**src/rtl/fu_issue_scheduler.sv**
```systemverilog
// Issue scheduler: per-cycle round-robin selection of ready RS entries for the
// ALU, the non-pipelined multiplier and the memory port, with RS clear strobes.
module fu_issue_scheduler #(
  parameter  int unsigned NUM_RS   = 8,
  parameter  int unsigned MULT_LAT = 4,
  localparam int unsigned IDX_W    = $clog2(NUM_RS)
) (
  input  logic              clock,
  input  logic              reset,
  input  logic [NUM_RS-1:0] rs_ready,
  input  logic [NUM_RS-1:0] rs_is_mult,
  input  logic [NUM_RS-1:0] rs_is_mem,
  input  logic              alu_ready,
  input  logic              mem_ready,
  input  logic              flush,
  output logic              alu_issue_valid,
  output logic [IDX_W-1:0]  alu_issue_idx,
  output logic              mult_issue_valid,
  output logic [IDX_W-1:0]  mult_issue_idx,
  output logic              mem_issue_valid,
  output logic [IDX_W-1:0]  mem_issue_idx,
  output logic [NUM_RS-1:0] rs_clear,
  output logic              mult_busy,
  output logic [31:0]       issue_count
);

  localparam int unsigned CNT_W = (MULT_LAT > 1) ? $clog2(MULT_LAT) : 1;

  logic [IDX_W-1:0]  alu_ptr_q, alu_ptr_d;
  logic [IDX_W-1:0]  mult_ptr_q, mult_ptr_d;
  logic [IDX_W-1:0]  mem_ptr_q, mem_ptr_d;
  logic [CNT_W-1:0]  mult_cnt_q, mult_cnt_d;
  logic [31:0]       count_q, count_d;

  logic [NUM_RS-1:0] alu_req, mult_req, mem_req;
  logic [IDX_W:0]    alu_pick, mult_pick, mem_pick;
  logic              alu_gnt, mult_gnt, mem_gnt;
  logic [1:0]        gnt_sum;
  logic [32:0]       count_ext;

  // Returns {found, idx}: first requester at or after ptr, wrapping modulo NUM_RS.
  function automatic logic [IDX_W:0] rr_pick(input logic [NUM_RS-1:0] req,
                                             input logic [IDX_W-1:0]  ptr);
    logic             found;
    logic [IDX_W-1:0] idx;
    logic [IDX_W-1:0] cand;
    found = 1'b0;
    idx   = '0;
    for (int unsigned i = 0; i < NUM_RS; i++) begin
      cand = ptr + IDX_W'(i);
      if (!found && req[cand]) begin
        found = 1'b1;
        idx   = cand;
      end
    end
    return {found, idx};
  endfunction

  always_comb begin
    mem_req   = rs_ready & rs_is_mem;
    mult_req  = rs_ready & rs_is_mult & ~rs_is_mem;
    alu_req   = rs_ready & ~rs_is_mult & ~rs_is_mem;

    alu_pick  = rr_pick(alu_req, alu_ptr_q);
    mult_pick = rr_pick(mult_req, mult_ptr_q);
    mem_pick  = rr_pick(mem_req, mem_ptr_q);

    alu_gnt   = alu_pick[IDX_W] && alu_ready && !flush;
    mult_gnt  = mult_pick[IDX_W] && (mult_cnt_q == '0) && !flush;
    mem_gnt   = mem_pick[IDX_W] && mem_ready && !flush;
  end

  always_comb begin
    alu_ptr_d  = alu_ptr_q;
    mult_ptr_d = mult_ptr_q;
    mem_ptr_d  = mem_ptr_q;
    if (flush) begin
      alu_ptr_d  = '0;
      mult_ptr_d = '0;
      mem_ptr_d  = '0;
    end else begin
      if (alu_gnt)  alu_ptr_d  = alu_pick[IDX_W-1:0]  + IDX_W'(1);
      if (mult_gnt) mult_ptr_d = mult_pick[IDX_W-1:0] + IDX_W'(1);
      if (mem_gnt)  mem_ptr_d  = mem_pick[IDX_W-1:0]  + IDX_W'(1);
    end

    // An in-flight multiply keeps counting down through a flush.
    mult_cnt_d = mult_cnt_q;
    if (mult_gnt)
      mult_cnt_d = CNT_W'(MULT_LAT - 1);
    else if (mult_cnt_q != '0)
      mult_cnt_d = mult_cnt_q - CNT_W'(1);

    gnt_sum   = {1'b0, alu_gnt} + {1'b0, mult_gnt} + {1'b0, mem_gnt};
    count_ext = {1'b0, count_q} + 33'(gnt_sum);
    count_d   = count_ext[32] ? '1 : count_ext[31:0];
  end

  always_ff @(posedge clock or negedge reset) begin
    if (!reset) begin
      alu_ptr_q  <= '0;
      mult_ptr_q <= '0;
      mem_ptr_q  <= '0;
      mult_cnt_q <= '0;
      count_q    <= '0;
    end else begin
      alu_ptr_q  <= alu_ptr_d;
      mult_ptr_q <= mult_ptr_d;
      mem_ptr_q  <= mem_ptr_d;
      mult_cnt_q <= mult_cnt_d;
      count_q    <= count_d;
    end
  end

  // Grant outputs are masked by reset directly so they drop without a clock.
  always_comb begin
    alu_issue_valid  = alu_gnt && reset;
    mult_issue_valid = mult_gnt && reset;
    mem_issue_valid  = mem_gnt && reset;
    alu_issue_idx    = alu_issue_valid  ? alu_pick[IDX_W-1:0]  : '0;
    mult_issue_idx   = mult_issue_valid ? mult_pick[IDX_W-1:0] : '0;
    mem_issue_idx    = mem_issue_valid  ? mem_pick[IDX_W-1:0]  : '0;
    rs_clear = '0;
    if (alu_issue_valid)  rs_clear[alu_issue_idx]  = 1'b1;
    if (mult_issue_valid) rs_clear[mult_issue_idx] = 1'b1;
    if (mem_issue_valid)  rs_clear[mem_issue_idx]  = 1'b1;
    mult_busy   = (mult_cnt_q != '0);
    issue_count = count_q;
  end

endmodule

```
**config.mk**
```make
export PLATFORM = sky130hd
export DESIGN_NAME = fu_issue_scheduler
export DESIGN_NICKNAME = d
export VERILOG_FILES = /design/src/rtl/fu_issue_scheduler.sv
export SDC_FILE = /design/constraint.sdc
export NUM_CORES = 1
export LEC_CHECK = 0
export ABC_AREA = 1
export CAP_MARGIN = 20
export CORE_MARGIN = 4
export CORE_UTILIZATION = 49
export DETAILED_ROUTE_END_ITERATION = 16
export PLACE_DENSITY = 0.85
export SLEW_MARGIN = 30
export SYNTH_ARGS = -nofsm -noshare
export SYNTH_HDL_FRONTEND = slang
export SYNTH_SLANG_ARGS = --single-unit
```
**constraint.sdc**
```tcl
create_clock -name clock -period 6.8 [get_ports clock]
set_clock_uncertainty 0.15 [all_clocks]
set_input_delay 0.68 -clock clock [delete_from_list [all_inputs] [get_ports clock]]
set_output_delay 0.68 -clock clock [all_outputs]
set_load 0.1 [all_outputs]
```
Word level (Yosys, flattened, before mapping)
Index checks and enable logic that the tools add are counted.

Flip-flop bits (word level): 43. Input bits: 29. Word-level logic and storage cells: 250.

Add/sub/neg operators: 28. Order comparisons: 30. Mux-type cells: 117. Bitwise logic cells: 9. Reduce and logical (&&, ||, !) cells: 61.

Operator list (count): < comparator 3 x 4 -> 1 bit, second input constant (27); two-way mux 3 bit (33); binary-select mux 1 bit (select 3 bit) (24); two-way mux 1 bit (51); AND 8 bit (5); adder 3 bit, second input constant (12); adder 32 x 2 -> 33 bit (1); logical AND 1 bit (33); two-way mux 32 bit (1); two-way mux 8 bit (3); zero test 1 bit (22); adder 3 x 1 -> 3 bit, second input constant (6); adder 3 x 2 -> 3 bit, second input constant (6); inverter 8 bit (2); OR 8 bit (2); nonzero test 2 bit (5); demux 1 bit (select 3 bit) (3); greater-or-equal comparator 3 x 1 -> 1 bit, second input constant (3); two-way mux 2 bit (2); adder 1 x 1 -> 2 bit (1); adder 2 x 1 -> 2 bit (1); zero test 2 bit (1); subtractor 2 x 1 -> 2 bit, second input constant (1).

Logic depth before layout (Yosys ltp)
Gate-level depths: netlist of the first run.

Depth after elaboration: 40. Mapped depth: 33.

Worst setup path before layout of the first run
No wires, ideal clock.

Path type: reg-to-output. Start: register alu_ptr_q[0]. End: output rs_clear[4]. Arrival: 4.507 ns. Data required time: 5.970 ns. Setup slack: 1.463 ns. Cell stages (with the launch flop): 19. Path buffers: 2. Cell sequence: dfrtp_1 inv_1 buf_4 ha_1 buf_2 clkinv_1 nand3_1 nand3_1 nand2_1 nand3_1 nor2_1 nand3_1 nor2_1 nor2_1 nand2_1 nand2_2 nor2_1 nand3_1 nand3_1.

Longest elaborated chain between the ends: 37. Elaborated cells on any way between the ends: 67. Those cells by class: 7 x add/sub; 2 x order compare; 38 x mux; 2 x bitwise; 18 x reduce/logical.

RTL lines: from (decl) (line 29) `logic [IDX_W-1:0] alu_ptr_q, alu_ptr_d;`; from (signal assigned) (line 107) `alu_ptr_q <= alu_ptr_d;`; branches (longest 27 deep; another with adder 3 x 1 -> 3 bit); two-way mux 3 bit (*) (line 120) `alu_issue_idx = alu_issue_valid ? alu_pick[IDX_W-1:0] : '0;`; net alu_issue_idx[2] (line 17) `output logic [IDX_W-1:0] alu_issue_idx,`; < comparator 3 x 4 -> 1 bit (implied by the code) or greater-or-equal comparator 3 x 1 -> 1 bit (tied branches) (line 124) `if (alu_issue_valid) rs_clear[alu_issue_idx] = 1'b1;`; logical AND 1 bit (implied by the code) (line 124); two-way mux 1 bit (implied by the code) (line 124); demux 1 bit (select 3 bit) (*) (line 124); two-way mux 8 bit (*) (line 124); OR 8 bit (no source line); two-way mux 8 bit (*) (line 125) `if (mult_issue_valid) rs_clear[mult_issue_idx] = 1'b1;`; OR 8 bit (no source line); two-way mux 8 bit (*) (line 126) `if (mem_issue_valid) rs_clear[mem_issue_idx] = 1'b1;`; to (decl) (line 22) `output logic [NUM_RS-1:0] rs_clear,`.

Mark *: on every way through the listed nets, which the timed path passes. The select of a mux whose other input is x is not followed.

Worst setup path in the final report of the first run
Start: register alu_ptr_q[0]. End: register count_q[2], in the netlist issue_count[2].

Longest elaborated chain between the ends: 30. Elaborated cells on any way between the ends: 51. Those cells by class: 10 x add/sub; 25 x mux; 16 x reduce/logical.

RTL lines: branches (longest 23 deep; another with adder 3 x 1 -> 3 bit); two-way mux 1 bit (*) (line 51) `if (!found && req[cand]) begin`; logical AND 1 bit (*) (2 in series) (line 68) `alu_gnt = alu_pick[IDX_W] && alu_ready && !flush;`; adder 1 x 1 -> 2 bit (*) (line 94) `gnt_sum = {1'b0, alu_gnt} + {1'b0, mult_gnt} + {1'b0, mem_gnt};`; adder 2 x 1 -> 2 bit (*) (line 94); adder 32 x 2 -> 33 bit (*) (line 95) `count_ext = {1'b0, count_q} + 33'(gnt_sum);`; two-way mux 32 bit (*) (line 96) `count_d = count_ext[32] ? '1 : count_ext[31:0];`; net count_d[2] (line 33) `logic [31:0] count_q, count_d;`; to (signal assigned) (line 111) `count_q <= count_d;`; to (decl) (line 33).

Marks and branches as above. A chain may end at the register's enable or synchronous reset.

==> results of run 1 <==
## flip-flops by register name, indices dropped and copies added (netlist names)
signal and cells:
alu_ptr_q 3, mult_ptr_q 3, mem_ptr_q 3, mult_cnt_q 2
issue_count 32
## through the flow
step / power, W / cells
6_report: 0.00261 / 1046
3_3_place_gp: 0.00237 / 1038
3_5_place_dp: 0.00239 / 1038
2_1_floorplan: 0.00198 / 838
5_1_grt: 0.00286 / 1046
4_1_cts: 0.00260 / 1046
## power by group
group	internal, W	switching [W]
logic	0.000555	0.00147
clock network	0.000109	0.0000929
registers	0.000299	0.0000788
## critical path: cells and delay by family, from the launching register on
kind | cells | cell delay (ps)
compound gates | 1 | 260
fa+ha+maj | 4 | 1350
buf+inv | 4 | 820
flops | 1 | 630
simple gates | 19 | 2740
## worst paths after layout
path                                from              end  cells after the start
max                         alu_ptr_q[0]   issue_count[2]                     28
min                                reset  issue_count[19]                      1
max reg2reg                 alu_ptr_q[0]   issue_count[2]                     28
min reg2reg                mult_cnt_q[1]    mult_cnt_q[1]                      2
max in group asynchronous          reset   issue_count[8]                      2
min in group clock         mult_cnt_q[1]    mult_cnt_q[1]                      2
## metal layers
layer / share of wire / vias up
li1: - / 2884
met1: 0.44 / 2574
met2: 0.46 / 219
met3: 0.072 / 26
met4: 0.026 / 0
met5: 0 / -
## cell type report
class,instances,area (um^2),share of cell area
Inverter,120,450,0.0759
Multi-Input combinational cell,660,3330,0.561
Timing Repair Buffer,82,798,0.135
Sequential cell,43,1080,0.181
Clock buffer,5,68.8,0.0116
Clock inverter,3,43.8,0.00738
Tap cell,133,166,0.0281
## Yosys cell counts, drive strengths merged
library cell  instances  share of area
a21boi                2         0.0030
a21o                  2         0.0030
a21oi                 7         0.0070
a31oi                 1         0.0013
buf                  15          0.024
clkinv                5         0.0038
dfrtp                43           0.22
fa                    2         0.0081
ha                   12          0.030
inv                 115          0.087
nand2               278           0.22
nand3               166           0.17
nand3b                5         0.0076
nand4                38          0.052
nor2                 70          0.064
nor3                 11          0.014
nor4                  2         0.0038
nor4b                 1         0.0018
o211ai                3         0.0045
o21a                  1         0.0015
o21ai                33          0.033
o22ai                 4         0.0050
or2                   7         0.0088
xnor2                 3         0.0053
xor2                 12          0.023
## kinds of logic after synthesis
group           count (synthesis)
compound gates                 53
xor+xnor                       15
fa+ha+maj                      14
buf+inv                       135
flops                          43
simple gates                  578
==> qor.csv, run 1 <==
stage,metric,value,unit
run_status,run_status,"finished, final reports clean",
die,placementRows,36,
layout,number_of_filler_cells_placed_in_the_layout,971,
die,initial_core_util,0.506,
die,io-pin-count,82,
global_route,globalRouteTotalUtil,0.242,
layout,antenna-diode-count,0,
sta,hold_viol_final,0,
place,numPortBuffers,81,
clocking,postCtsSetupRepairBufs,0,
clocking,clk_latency,300,ps
logic_synthesis,synth_compound_gate_area_share,0.0586,
clocking,cts_hold_buffers,0,
sta,worstMarginPinSlew,1020,ps
logic_synthesis,register_area_share_after_synthesis,0.216,
clocking,cts_tree,yes,
worst_setup_path,cp_slowest_stage_delay,630,ps
logic_synthesis,synthesis.instances,838,
clocking,htree_num_levels,2,
pwr,total_leakage_power,3.10,nW
layout,drive_above_1_share,0.0745,
sta,min_period,6070,ps
die,die_height,109,um
sta,setup_total_negative_slack,0,ps
die,dieArea,0.0118,mm^2
layout,mostFrequentLayoutCells,"262 x sky130_fd_sc_hd__nand2_1, 159 x sky130_fd_sc_hd__nand3_1, 107 x sky130_fd_sc_hd__inv_1",
global_route,grt_pass1_wl,23400,um
worst_setup_path,r2r_setup_slack,730,ps
logic_synthesis,synth.cell_area,0.00497,mm^2
logic_synthesis,synth-adder-area-share,0.0383,
logic_synthesis,largest_family_of_logic_cells_by_synthesized_area,simple AND/OR/NAND/NOR gates,
detailed_routing,vias_post_dr,5703,
clocking,root_buffer,sky130_fd_sc_hd__clkbuf_8,
worst_setup_path,timing.critical_path.from_type,flop,
logic_synthesis,syn-num-nets,881,
global_route,grt.met3_usage,0.0403,
die,core-area,0.00982,mm^2
layout,layout_commonest_cell,sky130_fd_sc_hd__nand2_1,
clocking,clock_sinks,43,
logic_synthesis,yosys.area_share.simple,0.544,
place,place.gp.congestion,0.952,
clocking,cts_buffers,5,
global_route,global_routing_usage_on_met2,0.412,
global_route,gr-max-usage-layer,met2,
sta,holdWs,138,ps
global_route,gr-usage-met1,0.318,
detailed_routing,detail_route.wl_per_cell,13.5,um
pwr,power_density,440,mW/mm^2
sta,maxSlewViolCount,0,
die,die_width,109,um
sta,max_slew_headroom,0.319,
logic_synthesis,synthesized_area_divided_by_synthesized_cell_count,5.93,um^2
worst_setup_path,critical_path.endpoint_type,flop,
layout,layout-area-overhead-vs-synth,19.3,%
global_route,pin_count_of_the_biggest_net_entering_global_routing,32,
worst_setup_path,slowest_stage,sky130_fd_sc_hd__dfrtp_1,
logic_synthesis,synth_area_in_xor_xnor,0.0279,
place,dp_slack,840,ps
logic_synthesis,muxShareOfSynthArea,0,
logic_synthesis,synth_cell_type_count,40,
detailed_routing,antenna_left,0,
clocking,cts_repair_resize_count,0,
worst_setup_path,critPathKind,flop to flop,
sta,final_min_period_over_clock_period,0.893,
place,hpwl,11300,um
min_path,hp-class,input port to async pin,
worst_setup_path,critical_path.most_common_cell,sky130_fd_sc_hd__nand2_2,
worst_setup_path,cp_data_arrival_time,6130,ps
logic_synthesis,count_of_yosys_warnings_during_synthesis,0,
global_route,grt_overflow_total,0,
detailed_routing,dr.first_iter.drc_count,427,
logic_synthesis,synth-seq-cells,43,
layout,finish.utilization,0.604,
place,placement.cell_area,0.00583,mm^2
detailed_routing,drt_drc_violations_left,0,
detailed_routing,avgViaCountPerCell,5.45,
job,maxCapViolations,0,
worst_setup_path,worst_ep_required_time,6860,ps
clocking,clock_path_buffers,2,
pwr,power.ir.vdd_worst,0.315,mV
sta,fmax,0.165,GHz
sta,final.setup.worst_slack,730,ps
sta,setup_violations,0,
worst_setup_path,timing.critical_path.fanout_max,29,
global_route,first_global_vias,5216,
layout,fin_area,0.00593,mm^2
sta,grt_setup_unrepaired,false,
clocking,clk_pin_slew,90,ps
global_route,grt_antenna_before_repair,0,
layout,fin_nets,955,
detailed_routing,firstDrtPassIters,5,
detailed_routing,finalWirelength,14200,um
(Power assumes the default switching activity.)
==> run 2, diff against run 1 <==
--- a/config.mk
+++ b/config.mk
@@ -7,6 +7,7 @@
 export LEC_CHECK = 0
 export ABC_AREA = 1
 export CAP_MARGIN = 20
+export CORE_ASPECT_RATIO = 1.1
 export CORE_MARGIN = 4
 export CORE_UTILIZATION = 49
 export DETAILED_ROUTE_END_ITERATION = 16
==> qor.csv, run 2 (synthesis gave the netlist of run 1 again) <==
stage,metric,value,unit
die,initial_core_util,0.503,
layout,finish.utilization,0.595,
sta,hold_viol_final,0,
die,placementRows,38,
die,die_width,104,um
place,place.gp.congestion,0.948,
pwr,switchingPower,0.00163,W
clocking,cts_repair_resize_count,0,
clocking,clock_path_buffers,2,
worst_setup_path,critPathKind,flop to flop,
pwr,report.power.total,0.00257,W
pwr,power.ir.vdd_worst,0.215,mV
layout,layout-area-overhead-vs-synth,18.4,%
clocking,root_buffer,sky130_fd_sc_hd__clkbuf_8,
clocking,htree_num_levels,2,
detailed_routing,detail_route.wl_per_cell,13.7,um
sta,final_min_period_over_clock_period,0.886,
detailed_routing,drt_drc_violations_left,0,
clocking,cts_hold_buffers,0,
worst_setup_path,cp_data_arrival_time,6080,ps
detailed_routing,antenna_left,0,
die,dieArea,0.0118,mm^2
clocking,postCtsSetupRepairBufs,0,
clocking,clk_latency,300,ps
global_route,first_global_vias,5269,
die,io-pin-count,82,
run_status,run_status,"finished, final reports clean",
clocking,clock_sinks,43,
sta,setup_total_negative_slack,0,ps
die,core-area,0.00989,mm^2
global_route,globalRouteTotalUtil,0.239,
worst_setup_path,slowest_stage,sky130_fd_sc_hd__dfrtp_1,
worst_setup_path,timing.critical_path.fanout_max,29,
layout,layout_commonest_cell,sky130_fd_sc_hd__nand2_1,
layout,flip_flop_count_of_the_largest_register_all_copies_and_words_added,32,
sta,final.setup.worst_slack,777,ps
layout,antenna-diode-count,0,
sta,fmax,0.166,GHz
detailed_routing,firstDrtPassIters,8,
clocking,clk_pin_slew,80,ps
sta,min_period,6020,ps
detailed_routing,finalWirelength,14100,um
worst_setup_path,critical_path.most_common_cell,sky130_fd_sc_hd__nand2_2,
pwr,clkPwrFrac,0.065,
detailed_routing,vias_post_dr,5638,
job,maxCapViolations,0,
worst_setup_path,timing.critical_path.from_type,flop,
pwr,power.share.sequential,0.146,
die,die_height,114,um
clocking,cts_tree,yes,
global_route,grt_pass1_wl,23700,um
sta,setup_violations,0,
sta,maxSlewViolCount,0,
sta,worstMarginPinSlew,1050,ps
place,hpwl,11300,um
place,dp_slack,832,ps
sta,max_slew_headroom,0.301,
worst_setup_path,worst_ep_required_time,6860,ps
layout,mostFrequentLayoutCells,"262 x sky130_fd_sc_hd__nand2_1, 159 x sky130_fd_sc_hd__nand3_1, 107 x sky130_fd_sc_hd__inv_1",
sta,grt_setup_unrepaired,false,
worst_setup_path,critical_path.endpoint_type,flop,
place,numPortBuffers,81,
detailed_routing,dr.first_iter.drc_count,351,
min_path,hp-class,input port to async pin,
pwr,comb_power_share,0.790,
layout,drive_above_1_share,0.0746,
pwr,power_density,436,mW/mm^2
worst_setup_path,cp_slowest_stage_delay,590,ps
global_route,pin_count_of_the_biggest_net_entering_global_routing,36,
detailed_routing,avgViaCountPerCell,5.46,
pwr,power.internal,0.000935,W
sta,holdWs,120,ps
pwr,sw_share,0.635,
pwr,total_leakage_power,3.09,nW
global_route,grt_antenna_before_repair,0,
clocking,cts_buffers,5,
global_route,grt_overflow_total,0,
layout,fin_nets,955,
-- run 2: cell types whose count changed in the layout (fill, tap and decap cells not counted), sizes merged --
| cell | delta |
|---|---|
| bufinv | -1 |
| clkbuf | +2 |
| clkdlybuf4s50 | -1 |
| clkinv | -1 |
-- run 2: worst paths after layout --
kind                          startpoint         endpoint  slack (ps)  cells after the start
setup reg to reg            alu_ptr_q[1]  issue_count[11]         780                     28
max in group asynchronous          reset   issue_count[6]        5630                      2
min in group clock         mult_cnt_q[1]    mult_cnt_q[1]         380                      2
hold reg to reg            mult_cnt_q[1]    mult_cnt_q[1]         380                      2
setup / recovery            alu_ptr_q[1]  issue_count[11]         780                     28
hold / removal                     reset  issue_count[15]         120                      1
-- run 2: layout make-up --
class / count / area, um^2
sequential: 43 / 1080
multi-input combinational: 660 / 3330
clock buffer: 6 / 82.6
clock inverter: 1 / 5.00
timing repair buffer: 82 / 793
inverter: 120 / 450
tap: 120 / 150
fill: 960 / 4010
-- run 2: metal layers --
| metal | part of all wire | vias up | GRT usage |
|---|---|---|---|
| met4 | 0.014 | 0 | 0.0523 |
| met1 | 0.43 | 2533 | 0.298 |
| met5 | 0 | - | 0 |
| li1 | - | 2886 | - |
| met2 | 0.47 | 203 | 0.420 |
| met3 | 0.084 | 16 | 0.0583 |
-- run 2: per-stage QoR --
step                cell area (um^2)  instances
floorplan                       4970        838
global placement                5820       1025
detailed placement              5820       1025
CTS                             5900       1032
global route                    5880       1032
finish                          5880       1032
-- run 2: critical path, delay by kind of cell (launching register included) --
family                     cells  cell delay [ps]
AOI/OAI and AO/OA              1              230
adders and majority gates      4             1370
buffers and inverters          4              840
DFF                            1              590
and+or+nand+nor               19             2710
-- run 2: power by group through the flow --
stage                     Combinational, W  Clock (W)  Sequential [W]
after floorplan                    0.00149          0        0.000487
after global placement             0.00199          0        0.000378
after detailed placement           0.00200          0        0.000378
after CTS                          0.00201   0.000169        0.000373
after global routing               0.00226   0.000177        0.000384
final                              0.00203   0.000166        0.000374
